<file path="config.mk">
export PLATFORM = sky130hd
export DESIGN_NAME = four_bit_divider
export DESIGN_NICKNAME = d
export VERILOG_FILES = /design/src/rtl/four_bit_divider.sv
export SDC_FILE = /design/constraint.sdc
export NUM_CORES = 1
export LEC_CHECK = 0
export ABC_AREA = 1
export BUFFER_PORTS_ARGS = -buffer_cell sky130_fd_sc_hd__buf_2
export CORE_UTILIZATION = 56
export CTS_CLUSTER_DIAMETER = 80
export DETAILED_ROUTE_END_ITERATION = 8
export GPL_TIMING_DRIVEN = 0
export PLACE_DENSITY = 0.88
export SLEW_MARGIN = 20
export SYNTH_ARGS = -nofsm -noshare
export SYNTH_HDL_FRONTEND = slang
export SYNTH_SLANG_ARGS = --single-unit
</file>
<file path="constraint.sdc">
create_clock -name clk -period 2.2 [get_ports clk]
set_input_delay 0.44 -clock clk [delete_from_list [all_inputs] [get_ports clk]]
set_output_delay 0.44 -clock clk [all_outputs]
set_load 0.02 [all_outputs]
</file>
<file path="src/rtl/four_bit_divider.sv">
// Sequential unsigned restoring divider: one quotient bit per clock behind a
// start/busy/done handshake, with a one-cycle divide-by-zero path.
module four_bit_divider #(
   parameter int unsigned WIDTH = 4
) (
   input  logic             clk,
   input  logic             reset,
   input  logic             start,
   input  logic [WIDTH-1:0] A,
   input  logic [WIDTH-1:0] B,
   output logic             busy,
   output logic             done,
   output logic [WIDTH-1:0] quotient,
   output logic [WIDTH-1:0] remainder,
   output logic             div_by_zero
);

   localparam int unsigned CW = $clog2(WIDTH + 1);

   typedef enum logic [1:0] {IDLE, CALC, DONE} state_t;

   state_t           state;
   logic [WIDTH-1:0] dvd;
   logic [WIDTH-1:0] dvs;
   logic [WIDTH:0]   rem;
   logic [CW-1:0]    cnt;

   logic [WIDTH:0]   shifted;
   logic [WIDTH:0]   trial;
   logic             qbit;
   logic [WIDTH:0]   rem_next;
   logic [WIDTH-1:0] dvd_next;

   // One restoring step; quotient bits fill the dividend register as it empties.
   always_comb begin
      shifted  = {rem[WIDTH-1:0], dvd[WIDTH-1]};
      trial    = shifted - {1'b0, dvs};
      qbit     = ~trial[WIDTH];
      rem_next = qbit ? trial : shifted;
      dvd_next = {dvd[WIDTH-2:0], qbit};
   end

   always_ff @(posedge clk or posedge reset) begin
      if (reset) begin
         state       <= IDLE;
         dvd         <= '0;
         dvs         <= '0;
         rem         <= '0;
         cnt         <= '0;
         busy        <= 1'b0;
         done        <= 1'b0;
         quotient    <= '0;
         remainder   <= '0;
         div_by_zero <= 1'b0;
      end else begin
         case (state)
            IDLE: begin
               if (start) begin
                  if (B == '0) begin
                     state       <= DONE;
                     done        <= 1'b1;
                     quotient    <= '1;
                     remainder   <= A;
                     div_by_zero <= 1'b1;
                  end else begin
                     state <= CALC;
                     busy  <= 1'b1;
                     dvd   <= A;
                     dvs   <= B;
                     rem   <= '0;
                     cnt   <= CW'(WIDTH);
                  end
               end
            end
            CALC: begin
               dvd <= dvd_next;
               rem <= rem_next;
               cnt <= cnt - CW'(1);
               // Last iteration publishes the result directly from the step logic.
               if (cnt == CW'(1)) begin
                  state       <= DONE;
                  busy        <= 1'b0;
                  done        <= 1'b1;
                  quotient    <= dvd_next;
                  remainder   <= rem_next[WIDTH-1:0];
                  div_by_zero <= 1'b0;
               end
            end
            DONE: begin
               done  <= 1'b0;
               state <= IDLE;
            end
            default: state <= IDLE;
         endcase
      end
   end

endmodule

</file>
== After elaboration in Yosys (flattened, before gate mapping) ==
Cells that the tools add are included.
Operators by class
  reduce and logical (&&, ||, !) cells: 10
  equal/unequal tests: 7
  bitwise gates (word level): 2
  add/sub/neg operators: 2
  multiplexer cells: 31
Operator list (count)
  $mux 4: 11
  $pmux 4 s2: 4
  $reduce_and 4->1: 3
  $ne 2x2->1 const B: 4
  $mux 1: 6
  $mux 2: 3
  $mux 3: 2
  $pmux 3 s2: 1
  $reduce_and 3->1: 2
  $sub 5x4->5: 1
  $logic_not 4->1: 1
  $pmux 1 s2: 2
  $pmux 2 s2: 1
  $eq 3x1->1 const B: 1
  $pmux 1 s3: 1
  $reduce_bool 3->1: 1
  $sub 3x1->3 const B: 1
  $eq 2x1->1 const B: 1
  $eq 2x2->1 const B: 1
  $logic_not 2->1: 1
  $not 1->1: 2
  $reduce_and 2->1: 1
  $reduce_bool 2->1: 1
Storage, ports and cells
  word-level logic and storage cells: 62
  register bits: 28

== Longest topological paths before layout ==
  depth after elaboration: 4
  depth in mapped cells: 12
  depth with buffers taken out: 12

== Least setup slack after synthesis ==
OpenSTA, ideal clock, no wires.
  path kind: register to register
  start point: register dvd[3]
  end point: register remainder[3]
  clock period less this slack: 1.670 ns
  setup time: 0.113 ns
  setup slack: 0.530 ns
  data arrival time: 1.557 ns
  data required time: 2.087 ns
  stages on the path, launching flop included: 12
  path through: dfrtp_1 inv_1 ha_1 fa_1 inv_1 nand3_1 nand3_1 nand2_1 nand3_1 nand3_1 nand2_1 inv_1
On the way
  word-level cells in the longest chain between the ends: 4
Ends and longest elaborated chain
  start, declared: RTL line 23  | logic [WIDTH-1:0] dvd;
  start signal, assigned: RTL line 76  | dvd <= dvd_next;
  $sub 5x4->5: RTL line 37  | trial = shifted - {1'b0, dvs};
  $mux 4: RTL line 39  | rem_next = qbit ? trial : shifted;
  $mux 4: RTL line 80  | if (cnt == CW'(1)) begin
  $pmux 4 s2: RTL line 56  | case (state)
  end signal, assigned: RTL line 85  | remainder <= rem_next[WIDTH-1:0];
  end, declared: RTL line 14  | output logic [WIDTH-1:0] remainder,
Every way passes these cells. The select of a mux whose other input is x is not followed.
A chain may end at the register's enable or synchronous reset.

== Worst setup path in the final report ==
  start point: register dvd[3]
  end point: register remainder[1]
The elaborated chain is that of the path after synthesis.

==> impl_metrics.env <==
export IMPL_result_of_the_run="finished, final reports clean"
export IMPL_synthCells=182
export IMPL_crit_fanout=6
export IMPL_cp_data_required_time_ns=2.46
export IMPL_ctsHtreeMaxLevel=1
export IMPL_p_switching_mw=1.32
export IMPL_max_cap_violations=0
export IMPL_worstSkewPairLatency_ns=0.32
export IMPL_detailedRoute_firstIterationViolations=39
export IMPL_first_global_vias=1151
export IMPL_sw_ratio_pct=48.4
export IMPL_die_y_um=53.7
export IMPL_rsz0062_at_grt="no"
export IMPL_library_cells_used_by_synthesis=25
export IMPL_global_route_usage_met1_pct=35.1
export IMPL_placement_io_buffers=21
export IMPL_grt_first_pass_wirelength_um=4970
export IMPL_hold_viol=0
export IMPL_worstSetupStartpointType="register"
export IMPL_cts_resized_gates=0
export IMPL_regToRegEndpoint="remainder[1]"
export IMPL_hold_removal_path_class="in2async"
export IMPL_place_detailed_hpwl_um=2160
export IMPL_tritoncts_num_buffers=3
export IMPL_dieWidth_um=53.7
export IMPL_tightest_pin_transition_ns=0.964
export IMPL_post_cts_setup_buffers=0
export IMPL_synthArstFlopShare_pct=100
export IMPL_final_min_period_over_clock_period_pct=89.5
export IMPL_power_per_cell_area_mw_per_mm2=1650
export IMPL_synth_main_ff_cell="sky130_fd_sc_hd__dfrtp_1"
export IMPL_timing_critical_path_from="dvd[3]"
export IMPL_critical_path_reg2reg_startpoint="dvd[3]"
export IMPL_clock_tree_root_cell="sky130_fd_sc_hd__clkbuf_4"
export IMPL_synth_most_common_cell="sky130_fd_sc_hd__nand2_1"
export IMPL_power_combinational_fraction_pct=59.9
export IMPL_post_route_cells_drive_above_1_share_pct=16.0
export IMPL_drt_vias_per_instance=5.33
export IMPL_p_int_mw=1.41
export IMPL_detailroute_via_count=1258
export IMPL_syn_area_mm2=0.00150
export IMPL_die_area_mm2=0.00288
export IMPL_grt_use_met2_pct=38.5
export IMPL_pwr_share_seq_pct=32.7
export IMPL_holdBufCountCts=0
export IMPL_critPathCaptureType="register"
export IMPL_postSynthAreaPerCell_um2=8.22
export IMPL_synth_seq_cells=28
export IMPL_critPathKind="reg2reg"
export IMPL_firstDrtPassIters=4
export IMPL_leakagePower_nw=0.895
export IMPL_crit_arrival_ns=2.23
export IMPL_ys_warn_count=0
export IMPL_use_met3_pct=3.39
export IMPL_fmax_ghz=0.508
export IMPL_totalNegativeSetupSlack_ns=0
export IMPL_placedCellCount=233
export IMPL_placement_rows=18
export IMPL_worstRegToRegCells=12
export IMPL_drc=0
export IMPL_grt_start_max_net_pins=29
export IMPL_globalplace_congestion=0.877
export IMPL_yosysSeqAreaShare_pct=46.8
export IMPL_maxSlewViolCount=0
export IMPL_number_of_enable_type_register_cells_in_the_synthesized_netlist=0
export IMPL_standard_cell_core_area_mm2=0.00250
export IMPL_initial_utilization_pct=59.9
export IMPL_vdd_drop_max_uv=1070
export IMPL_number_of_antenna_violations_at_the_first_check_in_global_routing=0
export IMPL_final_instance_count_excl_fill=236
export IMPL_fin_nets=226
export IMPL_drt_wirelength_per_cell_um=11.9
export IMPL_worst_clock_skew_ns=0.0109
export IMPL_syn_to_final_growth_pct=11.0
export IMPL_clock_sink_count=28
export IMPL_synth_common_cells="sky130_fd_sc_hd__nand2_1 (38), sky130_fd_sc_hd__inv_1 (33), sky130_fd_sc_hd__nand3_1 (29)"
export IMPL_cts_buffer_depth=2
export IMPL_grtUsageTotal_pct=24.7
export IMPL_setup_viol=0
export IMPL_layout_min_cycle_time_ns=1.97
export IMPL_clkSlewWorstSetupHoldPaths_ns=0.14
export IMPL_tritoncts="done"
export IMPL_clock_power_share_pct=7.4
export IMPL_synth_fp_nets=200
export IMPL_i_o_pin_count=22
export IMPL_timing_slew_headroom_pct=35.3
export IMPL_synth_largest_area_cell="sky130_fd_sc_hd__dfrtp_1"
export IMPL_antennaDiodeCount=0
export IMPL_worst_r2r_setup_slack_ns=0.23
export IMPL_drt_antenna_violating_nets=0
export IMPL_cell_types_with_the_largest_area_share_after_synthesis="sky130_fd_sc_hd__dfrtp_1 (47%), sky130_fd_sc_hd__nand3_1 (9.7%), sky130_fd_sc_hd__nand2_1 (9.5%), sky130_fd_sc_hd__inv_1 (8.3%), sky130_fd_sc_hd__ha_1 (5.0%)"
export IMPL_grt_overflow_total=0
export IMPL_drt_total_wl_um=2810
export IMPL_yosysTopAreaCellShare_pct=46.8
export IMPL_busiest_layer="met2"
## routing by layer
layer / wire, um / up-vias
li1: - / 630
met1: 1320 / 591
met2: 1320 / 33
met3: 120 / 4
met4: 46 / 0
met5: 0 / -
## state kept, by name, summed over array words and instances, names as in the netlist
register / flops
cnt: 3
rem: 4
quotient: 4
dvd: 4
state: 2
done: 1
remainder: 4
dvs: 4
busy: 1
div_by_zero: 1
## placed cells by master, fill, tap and decap left out, types with 2 or more instances in the layout
cell type,Yosys,routed
sky130_fd_sc_hd__a21oi_1,4,4
sky130_fd_sc_hd__a2bb2oi_1,3,3
sky130_fd_sc_hd__buf_2,1,22
sky130_fd_sc_hd__clkbuf_4,0,3
sky130_fd_sc_hd__dfrtp_1,28,28
sky130_fd_sc_hd__ha_1,6,6
sky130_fd_sc_hd__inv_1,33,32
sky130_fd_sc_hd__nand2_1,38,38
sky130_fd_sc_hd__nand2_2,2,2
sky130_fd_sc_hd__nand3_1,29,29
sky130_fd_sc_hd__nor2_1,14,14
sky130_fd_sc_hd__o211ai_1,2,2
sky130_fd_sc_hd__o21ai_0,4,4
sky130_fd_sc_hd__o221ai_1,3,3
sky130_fd_sc_hd__or2_1,4,4
## worst max-delay path by stage
stage | to | slack (ns) | cells past startpoint
after floorplan | remainder[3] | 0.53 | 11
after global placement | remainder[0] | 0.36 | 12
after detailed placement | remainder[0] | 0.32 | 12
after CTS | remainder[1] | 0.27 | 12
after global routing | remainder[1] | 0.05 | 12
final | remainder[1] | 0.23 | 12
## kinds of logic after synthesis
| kind of cell | share of synthesized area, % |
|---|---|
| xor+xnor | 0.585 |
| buf+inv | 9.61 |
| flops | 46.8 |
| simple gates | 27.4 |
| compound gates | 9.20 |
| fa+ha+maj | 6.35 |
## power groups by stage
stage | logic [mW] | clock network, mW | registers [mW]
2_1_floorplan | 1.14 | 0 | 1.00
3_3_place_gp | 1.58 | 0 | 0.898
3_5_place_dp | 1.62 | 0 | 0.907
4_1_cts | 1.64 | 0.203 | 0.897
5_1_grt | 1.88 | 0.224 | 0.929
6_report | 1.64 | 0.202 | 0.897
## final cells by class
| class | count | area [um^2] |
|---|---|---|
| fillers | 207 | 838 |
| flip-flops and latches | 28 | 701 |
| multi-input cells | 117 | 652 |
| inverters | 34 | 128 |
| repair buffers | 21 | 105 |
| well taps | 30 | 37.5 |
| clock buffers | 3 | 22.5 |
| plain buffers | 3 | 16.3 |
## stage by stage
step	instance area [um^2]	power [mW]	hold slack (ns)	worst slack, ns	utilization (%)
floorplan	1500	2.15	0.442	0.530	-
global placement	1640	2.48	0.449	0.363	65.6
detailed placement	1640	2.53	0.462	0.321	65.6
CTS	1660	2.74	0.351	0.270	66.5
global route	1660	3.03	0.232	0.0465	66.5
finish	1660	2.74	0.190	0.231	66.5
## worst max-delay path: stages (launching register included)
cell	delay [ns]
sky130_fd_sc_hd__dfrtp_1	0.37
sky130_fd_sc_hd__inv_1	0.06
sky130_fd_sc_hd__ha_1	0.22
sky130_fd_sc_hd__fa_1	0.41
sky130_fd_sc_hd__inv_1	0.09
sky130_fd_sc_hd__nand2_1	0.05
sky130_fd_sc_hd__nand2_1	0.08
sky130_fd_sc_hd__nand3_1	0.07
sky130_fd_sc_hd__nand2_1	0.20
sky130_fd_sc_hd__nand3_1	0.15
sky130_fd_sc_hd__nand3_1	0.12
sky130_fd_sc_hd__nand2_1	0.05
sky130_fd_sc_hd__inv_1	0.05
No activity file was read; power rests on OpenSTA's default activity.
